## config.mk

```make
export PLATFORM = sky130hd
export DESIGN_NAME = ifetch_ctrl_flat
export DESIGN_NICKNAME = d
export VERILOG_FILES = /design/src/rtl/ifetch_pkg.sv /design/src/rtl/ifetch_if.sv /design/src/rtl/ifetch_fifo.sv /design/src/rtl/ifetch_ctrl.sv /design/src/flat_wrapper.sv
export SDC_FILE = /design/constraint.sdc
export NUM_CORES = 1
export LEC_CHECK = 0
export CAP_MARGIN = 20
export CORE_ASPECT_RATIO = 1.25
export CORE_MARGIN = 4
export CORE_UTILIZATION = 58
export CTS_CLUSTER_SIZE = 30
export DETAILED_ROUTE_END_ITERATION = 12
export GPL_ROUTABILITY_DRIVEN = 0
export PLACE_DENSITY_LB_ADDON = 0.12
export SLEW_MARGIN = 10
export SYNTH_ARGS = -nofsm -noshare
export SYNTH_HDL_FRONTEND = slang
export SYNTH_HIERARCHICAL = 1
export SYNTH_SLANG_ARGS = --single-unit
```

## constraint.sdc

```tcl
create_clock -name clk -period 6.8 [get_ports clk]
set_clock_uncertainty 0.1 [all_clocks]
set_input_delay 0.68 -clock clk [delete_from_list [all_inputs] [get_ports clk]]
set_output_delay 0.68 -clock clk [all_outputs]
set_load 0.005 [all_outputs]
```

## src/rtl/ifetch_pkg.sv

```systemverilog
// Purpose: shared defaults, state encoding and queue entry layout for the fetch sequencer.
// Latency: n/a (types and constants only).
// Backpressure: n/a.
package ifetch_pkg;

   localparam int          IF_AW       = 16;
   localparam int          IF_DW       = 16;
   localparam logic [15:0] IF_RESET_PC = 16'h0000;
   localparam logic [3:0]  IF_HLT_OP   = 4'hF;

   typedef enum logic [0:0] {
      ST_RUN  = 1'b0,
      ST_HALT = 1'b1
   } state_e;

   // One prefetched word tagged with the address it came from.
   typedef struct packed {
      logic [IF_AW-1:0] pc;
      logic [IF_DW-1:0] instr;
   } entry_t;

endpackage

```

## src/rtl/ifetch_if.sv

```systemverilog
// Purpose: instruction-memory bus plus decode valid/ready and redirect signals.
// Latency: n/a (wiring only).
// Backpressure: instr_rdy from decode; master = fetch controller, slave = memory/decode side.
interface ifetch_if
   import ifetch_pkg::*;
#(
   parameter int DEPTH = 4,
   parameter int AW    = IF_AW,
   parameter int DW    = IF_DW
);

   logic [AW-1:0]            im_addr;
   logic                     im_rd_en;
   logic [DW-1:0]            im_instr;
   logic [DW-1:0]            instr_out;
   logic [AW-1:0]            instr_pc;
   logic                     instr_vld;
   logic                     instr_rdy;
   logic                     redirect;
   logic [AW-1:0]            redirect_pc;
   logic                     halted;
   logic [$clog2(DEPTH):0]   q_count;

   modport master (
      output im_addr, im_rd_en, instr_out, instr_pc, instr_vld, halted, q_count,
      input  im_instr, instr_rdy, redirect, redirect_pc
   );

   modport slave (
      input  im_addr, im_rd_en, instr_out, instr_pc, instr_vld, halted, q_count,
      output im_instr, instr_rdy, redirect, redirect_pc
   );

endinterface

```

## src/rtl/ifetch_fifo.sv

```systemverilog
// Purpose: generic synchronous FIFO with flush; head is the oldest entry, shown combinationally.
// Latency: a push is visible at head the cycle after the write edge.
// Backpressure: caller must only push when not full or when popping in the same cycle.
// Ports: clk/rst_n, push/pop/flush controls, din write data, head/count/full/empty status.
module ifetch_fifo #(
   parameter int DEPTH = 4,
   parameter int W     = 32
) (
   input  logic                   clk,
   input  logic                   rst_n,
   input  logic                   push,
   input  logic                   pop,
   input  logic                   flush,
   input  logic [W-1:0]           din,
   output logic [W-1:0]           head,
   output logic [$clog2(DEPTH):0] count,
   output logic                   full,
   output logic                   empty
);

   localparam int             PW       = $clog2(DEPTH);
   localparam int             CW       = PW + 1;
   localparam logic [CW-1:0]  FULL_CNT = CW'(DEPTH);

   logic [W-1:0]  mem [DEPTH];
   logic [PW-1:0] wr_ptr;
   logic [PW-1:0] rd_ptr;

   // Storage carries no reset: only entries below count are ever observed.
   always_ff @(posedge clk) begin
      if (push) begin
         mem[wr_ptr] <= din;
      end
   end

   always_ff @(posedge clk or negedge rst_n) begin
      if (!rst_n) begin
         wr_ptr <= '0;
         rd_ptr <= '0;
         count  <= '0;
      end else if (flush) begin
         wr_ptr <= '0;
         rd_ptr <= '0;
         count  <= '0;
      end else begin
         if (push) wr_ptr <= wr_ptr + 1'b1;
         if (pop)  rd_ptr <= rd_ptr + 1'b1;
         case ({push, pop})
            2'b10:   count <= count + 1'b1;
            2'b01:   count <= count - 1'b1;
            default: count <= count;
         endcase
      end
   end

   assign head  = mem[rd_ptr];
   assign full  = (count == FULL_CNT);
   assign empty = (count == '0);

endmodule

```

## src/rtl/ifetch_ctrl.sv

```systemverilog
// Purpose: instruction-fetch sequencer: owns fetch PC, prefetches into a tagged queue, handles redirect/halt.
// Latency: word requested in cycle N is queued at the edge ending N and offered to decode in N+1.
// Backpressure: decode stalls via instr_rdy; fetch issues only while the queue has room or is popping.
// Ports: clk, rst_n (async active-low), bus = ifetch_if.master (memory bus, decode handshake, redirect, status).
module ifetch_ctrl
   import ifetch_pkg::*;
#(
   parameter int             DEPTH    = 4,
   parameter int             AW       = IF_AW,
   parameter int             DW       = IF_DW,
   parameter logic [AW-1:0]  RESET_PC = AW'(IF_RESET_PC),
   parameter logic [3:0]     HLT_OP   = IF_HLT_OP
) (
   input  logic     clk,
   input  logic     rst_n,
   ifetch_if.master bus
);

   localparam logic [0:0] RUN  = ST_RUN;
   localparam logic [0:0] HALT = ST_HALT;

   typedef struct packed {
      logic [AW-1:0] pc;
      logic [DW-1:0] instr;
   } q_entry_t;

   logic [AW-1:0]          pc_q;
   logic [0:0]             state_q;
   logic                   started_q;
   logic                   pop;
   logic                   issue;
   logic                   hlt_hit;
   logic                   full;
   logic                   empty;
   logic [$clog2(DEPTH):0] count;
   q_entry_t               push_ent;
   q_entry_t               head_ent;

   // Redirect suppresses both sides of the queue; the flush owns that edge.
   assign pop   = ~empty & bus.instr_rdy & ~bus.redirect;
   // started_q holds off the first request until one full cycle after reset release.
   assign issue = started_q & (state_q == RUN) & ~bus.redirect & (~full | pop);
   assign hlt_hit = issue & (bus.im_instr[DW-1 -: 4] == HLT_OP);

   assign push_ent = '{pc: pc_q, instr: bus.im_instr};

   always_ff @(posedge clk or negedge rst_n) begin
      if (!rst_n) begin
         pc_q      <= RESET_PC;
         state_q   <= RUN;
         started_q <= 1'b0;
      end else begin
         started_q <= 1'b1;
         if (bus.redirect) begin
            pc_q    <= bus.redirect_pc;
            state_q <= RUN;
         end else if (issue) begin
            pc_q <= pc_q + 1'b1;
            // The halt word itself is queued; only later requests stop.
            if (hlt_hit) state_q <= HALT;
         end
      end
   end

   ifetch_fifo #(
      .DEPTH (DEPTH),
      .W     (AW + DW)
   ) u_fifo (
      .clk   (clk),
      .rst_n (rst_n),
      .push  (issue),
      .pop   (pop),
      .flush (bus.redirect),
      .din   (push_ent),
      .head  (head_ent),
      .count (count),
      .full  (full),
      .empty (empty)
   );

   assign bus.im_addr   = pc_q;
   assign bus.im_rd_en  = issue;
   assign bus.instr_out = head_ent.instr;
   assign bus.instr_pc  = head_ent.pc;
   assign bus.instr_vld = ~empty;
   assign bus.halted    = (state_q == HALT);
   assign bus.q_count   = count;

endmodule

```

## src/flat_wrapper.sv

```systemverilog
// flat-port wrapper written by rule: the top's interface ports become plain ports
module ifetch_ctrl_flat import ifetch_pkg::*;
#(
   parameter int             DEPTH    = 4,
   parameter int             AW       = IF_AW,
   parameter int             DW       = IF_DW,
   parameter logic [AW-1:0]  RESET_PC = AW'(IF_RESET_PC),
   parameter logic [3:0]     HLT_OP   = IF_HLT_OP
)
  (clk, rst_n, bus_im_addr, bus_im_rd_en, bus_instr_out, bus_instr_pc, bus_instr_vld, bus_halted, bus_q_count, bus_im_instr, bus_instr_rdy, bus_redirect, bus_redirect_pc);
  ifetch_if #(.DEPTH(DEPTH), .AW(AW), .DW(DW)) bus_i ();
  input  logic clk;
  input  logic rst_n;
  output wire logic [$bits(bus_i.im_addr)-1:0] bus_im_addr;
  output wire logic [$bits(bus_i.im_rd_en)-1:0] bus_im_rd_en;
  output wire logic [$bits(bus_i.instr_out)-1:0] bus_instr_out;
  output wire logic [$bits(bus_i.instr_pc)-1:0] bus_instr_pc;
  output wire logic [$bits(bus_i.instr_vld)-1:0] bus_instr_vld;
  output wire logic [$bits(bus_i.halted)-1:0] bus_halted;
  output wire logic [$bits(bus_i.q_count)-1:0] bus_q_count;
  input wire logic [$bits(bus_i.im_instr)-1:0] bus_im_instr;
  input wire logic [$bits(bus_i.instr_rdy)-1:0] bus_instr_rdy;
  input wire logic [$bits(bus_i.redirect)-1:0] bus_redirect;
  input wire logic [$bits(bus_i.redirect_pc)-1:0] bus_redirect_pc;
  assign bus_im_addr = bus_i.im_addr;
  assign bus_im_rd_en = bus_i.im_rd_en;
  assign bus_instr_out = bus_i.instr_out;
  assign bus_instr_pc = bus_i.instr_pc;
  assign bus_instr_vld = bus_i.instr_vld;
  assign bus_halted = bus_i.halted;
  assign bus_q_count = bus_i.q_count;
  assign bus_i.im_instr = bus_im_instr;
  assign bus_i.instr_rdy = bus_instr_rdy;
  assign bus_i.redirect = bus_redirect;
  assign bus_i.redirect_pc = bus_redirect_pc;
  ifetch_ctrl #(.DEPTH(DEPTH), .AW(AW), .DW(DW), .RESET_PC(RESET_PC), .HLT_OP(HLT_OP)) u_core (.clk(clk), .rst_n(rst_n), .bus(bus_i));
endmodule
```

==> out/qor.yml <==
logic_synthesis:
  ys_seq_area_frac: 0.7155
  syn_nets: 369
  syn_avg_cell_area_um2: 19.10
  yosys.area.top_type: "edfxtp_1"
  ys_ff_latch: 153
  netlist-cell-type-count: 42
  synthTopCellsByArea: "edfxtp_1, mux4_2, dfrtp_1"
  synthArstFlopShare: 0.1634
  ys_warn_count: 6
  synth_cells: 327
  netlist_area_um2: 6246
  synthFlopType: "edfxtp_1"
  synth-edff-count: 128
  yosysTopAreaCellShare: 0.6154
floorplan:
  io_pins: 90
  initial_core_util: 0.5913
  fp.dieW_um: 100.8
  fp.dieH_um: 124.0
  core-area_um2: 10560
  rows: 42
  die_area_um2: 12500
critical_path:
  required_ns: 6.02
  cp_data_arrival_time_ns: 2.85
  crit_type: "input pin to output pin"
  cp_max_fo: 40
  cp-end-kind: "output pin"
  start_kind: "input pin"
grt:
  grt_usage: 0.2127
  grt_pass1_vias: 3600
  antenna_found_initial: 0
  grt_pass1_wl_um: 19360
  grt_max_degree: 41
  grt_overflow: 0
detailed_routing:
  drc_errors: 0
  drt_wl_total_um: 12280
  wire_per_inst_um: 21.55
  via_count: 3436
  first_iter_violations: 253
  antenna_left: 0
  drtPass1Iterations: 5
  vias_per_cell: 6.028
placed_design:
  place_hpwl_um: 7387
  post-place-ws_ns: 3.189
  portBuffers: 89
finish:
  syn_to_final_growth_pct: 25.88
  antennaDiodeCount: 0
  nNetsFinal: 467
  fill_cells: 614
  most-common-layout-cells: "edfxtp_1, clkdlybuf4s50_1, mux4_2, dfrtp_1, clkbuf_16"
  layout_commonest_cell: "edfxtp_1"
  final_layout_size_suffix_gt1_frac: 0.1667
pwr:
  p_sw_uw: 491.5
  p_sw_frac: 0.2101
  p_int_mw: 1.848
  powerDensity_nw_per_um2: 297.6
  power_frac_comb: 0.107
  pwr-share-seq: 0.475
  max-vdd-ir-drop_uv: 176.6
  p_leak_nw: 2.695
  clock_power_share: 0.418
timing:
  timing.slew.headroom: 0.4307
  finalCriticalPeriod_ns: 3.628
  fin_tns_setup_ns: 0
  setup_violations: 0
  min_period_over_period: 0.5336
  slew_violations: 0
  worst_slew_pin_slew_ns: 0.8539
  max_freq_ghz: 0.2756
  setup_ws_ns: 3.172
  hold_viol: 0
  rsz0062_at_grt: "false"
run_status:
  outcome: "complete, no violations"
clock_tree:
  cts_buffers: 17
  clk_latency_ns: 0.41
  hold_buffers: 0
  cts_resized: 0
  cts_max_level: 4
  clockBufferDepth: 2
  root_buffer: "clkbuf_16"
  cts_tree: "done"
  clock_sinks: 153
  path_clk_slew_ns: 0.06
  cts_setup_buffers: 0
hold_path:
  min_path_type: "flop to flop"
job:
  cap_violations: 0
[power by group through the flow]
stage / combinational [mW] / clock, mW / sequential, mW
after floorplan: 0.130 / 0 / 1.11
after global placement: 0.245 / 0 / 1.13
after detailed placement: 0.250 / 0 / 1.13
after CTS: 0.254 / 0.995 / 1.11
after global routing: 0.270 / 1.04 / 1.12
final: 0.249 / 0.978 / 1.11
[cell usage after synthesis, drive strengths merged, types with 5 or more instances]
cell type	instances
edfxtp	128
mux4	32
dfrtp	25
nor2	14
mux2i	13
nand2	12
buf	11
a221o	10
inv	9
nor4	8
nand4	7
ha	5
nor3	5
nor3b	5
[worst max-delay path, stage by stage]
cell             delay [ns]
clkdlybuf4s50_1        0.39
buf_4                  0.25
or3b_4                 0.47
a21o_4                 0.27
inv_6                  0.22
clkdlybuf4s50_1        0.55
[path summary, 6_finish.rpt]
check	from	end	slack, ns	cells after the start
max	bus_redirect	bus_im_rd_en	3.17	6
min	u_core/u_fifo/rd_ptr[1]$_DFFE_PN0P_	u_core/u_fifo/rd_ptr[1]$_DFFE_PN0P_	0.45	2
max reg2reg	u_core/bus.halted$_DFFE_PN0P_	u_core/u_fifo/mem[0][13]$_DFFE_PP_	4.16	4
min reg2reg	u_core/u_fifo/rd_ptr[1]$_DFFE_PN0P_	u_core/u_fifo/rd_ptr[1]$_DFFE_PN0P_	0.45	2
max in group asynchronous	rst_n	u_core/u_fifo/rd_ptr[0]$_DFFE_PN0P_	5.66	2
min in group asynchronous	rst_n	u_core/bus.im_addr[6]$_DFFE_PN0P_	0.48	1
[sequential cells by signal, indices dropped and copies added, names as in the netlist]
| signal | cells |
|---|---|
| u_core/bus.im_addr | 16 |
| u_core/u_fifo/rd_ptr | 2 |
| u_core/started_q | 1 |
| u_core/u_fifo/mem | 128 |
| u_core/bus.halted | 1 |
| u_core/u_fifo/wr_ptr | 2 |
| u_core/u_fifo/count | 3 |
[per-stage QoR]
| stage | util | hold WS [ns] | instances | cell area, µm² | power [mW] |
|---|---|---|---|---|---|
| final | 0.7444 | 0.4533 | 570 | 7863 | 2.340 |
| after global routing | 0.7444 | 0.4698 | 570 | 7863 | 2.432 |
| after CTS | 0.7444 | 0.4580 | 570 | 7863 | 2.361 |
| after detailed placement | 0.6829 | 0.4427 | 538 | 7213 | 1.380 |
| after global placement | 0.6815 | 0.4454 | 537 | 7198 | 1.371 |
| after floorplan | - | 0.2844 | 327 | 6246 | 1.244 |
[per-layer routing]
metal  GRT usage  vias up  wire length [µm]
met3     0.06218       10               912
met1      0.2687     1727              4784
li1            -     1524                 -
met2      0.3612      175              6475
met4     0.05813        0               110
met5           0        -                 0
[cell type report]
cell class | instances | area [µm²] | area share
Timing Repair Buffer | 93 | 928.4 | 0.1181
Clock inverter | 8 | 70.07 | 0.008912
Tap cell | 132 | 165.2 | 0.02101
Clock buffer | 24 | 579.3 | 0.07368
Multi-Input combinational cell | 151 | 1610 | 0.2048
Sequential cell | 153 | 4471 | 0.5686
Inverter | 9 | 38.79 | 0.004933
[kinds of logic after synthesis]
kind of cell / count (synthesis) / synth area share
flops: 153 / 0.7155
simple gates: 64 / 0.05449
mux: 47 / 0.1422
compound gates: 28 / 0.03946
buf+inv: 23 / 0.02744
fa+ha+maj: 6 / 0.01322
xor+xnor: 5 / 0.007012
other cells: 1 / 0.0006004
Power figures use the tool's default switching activity.
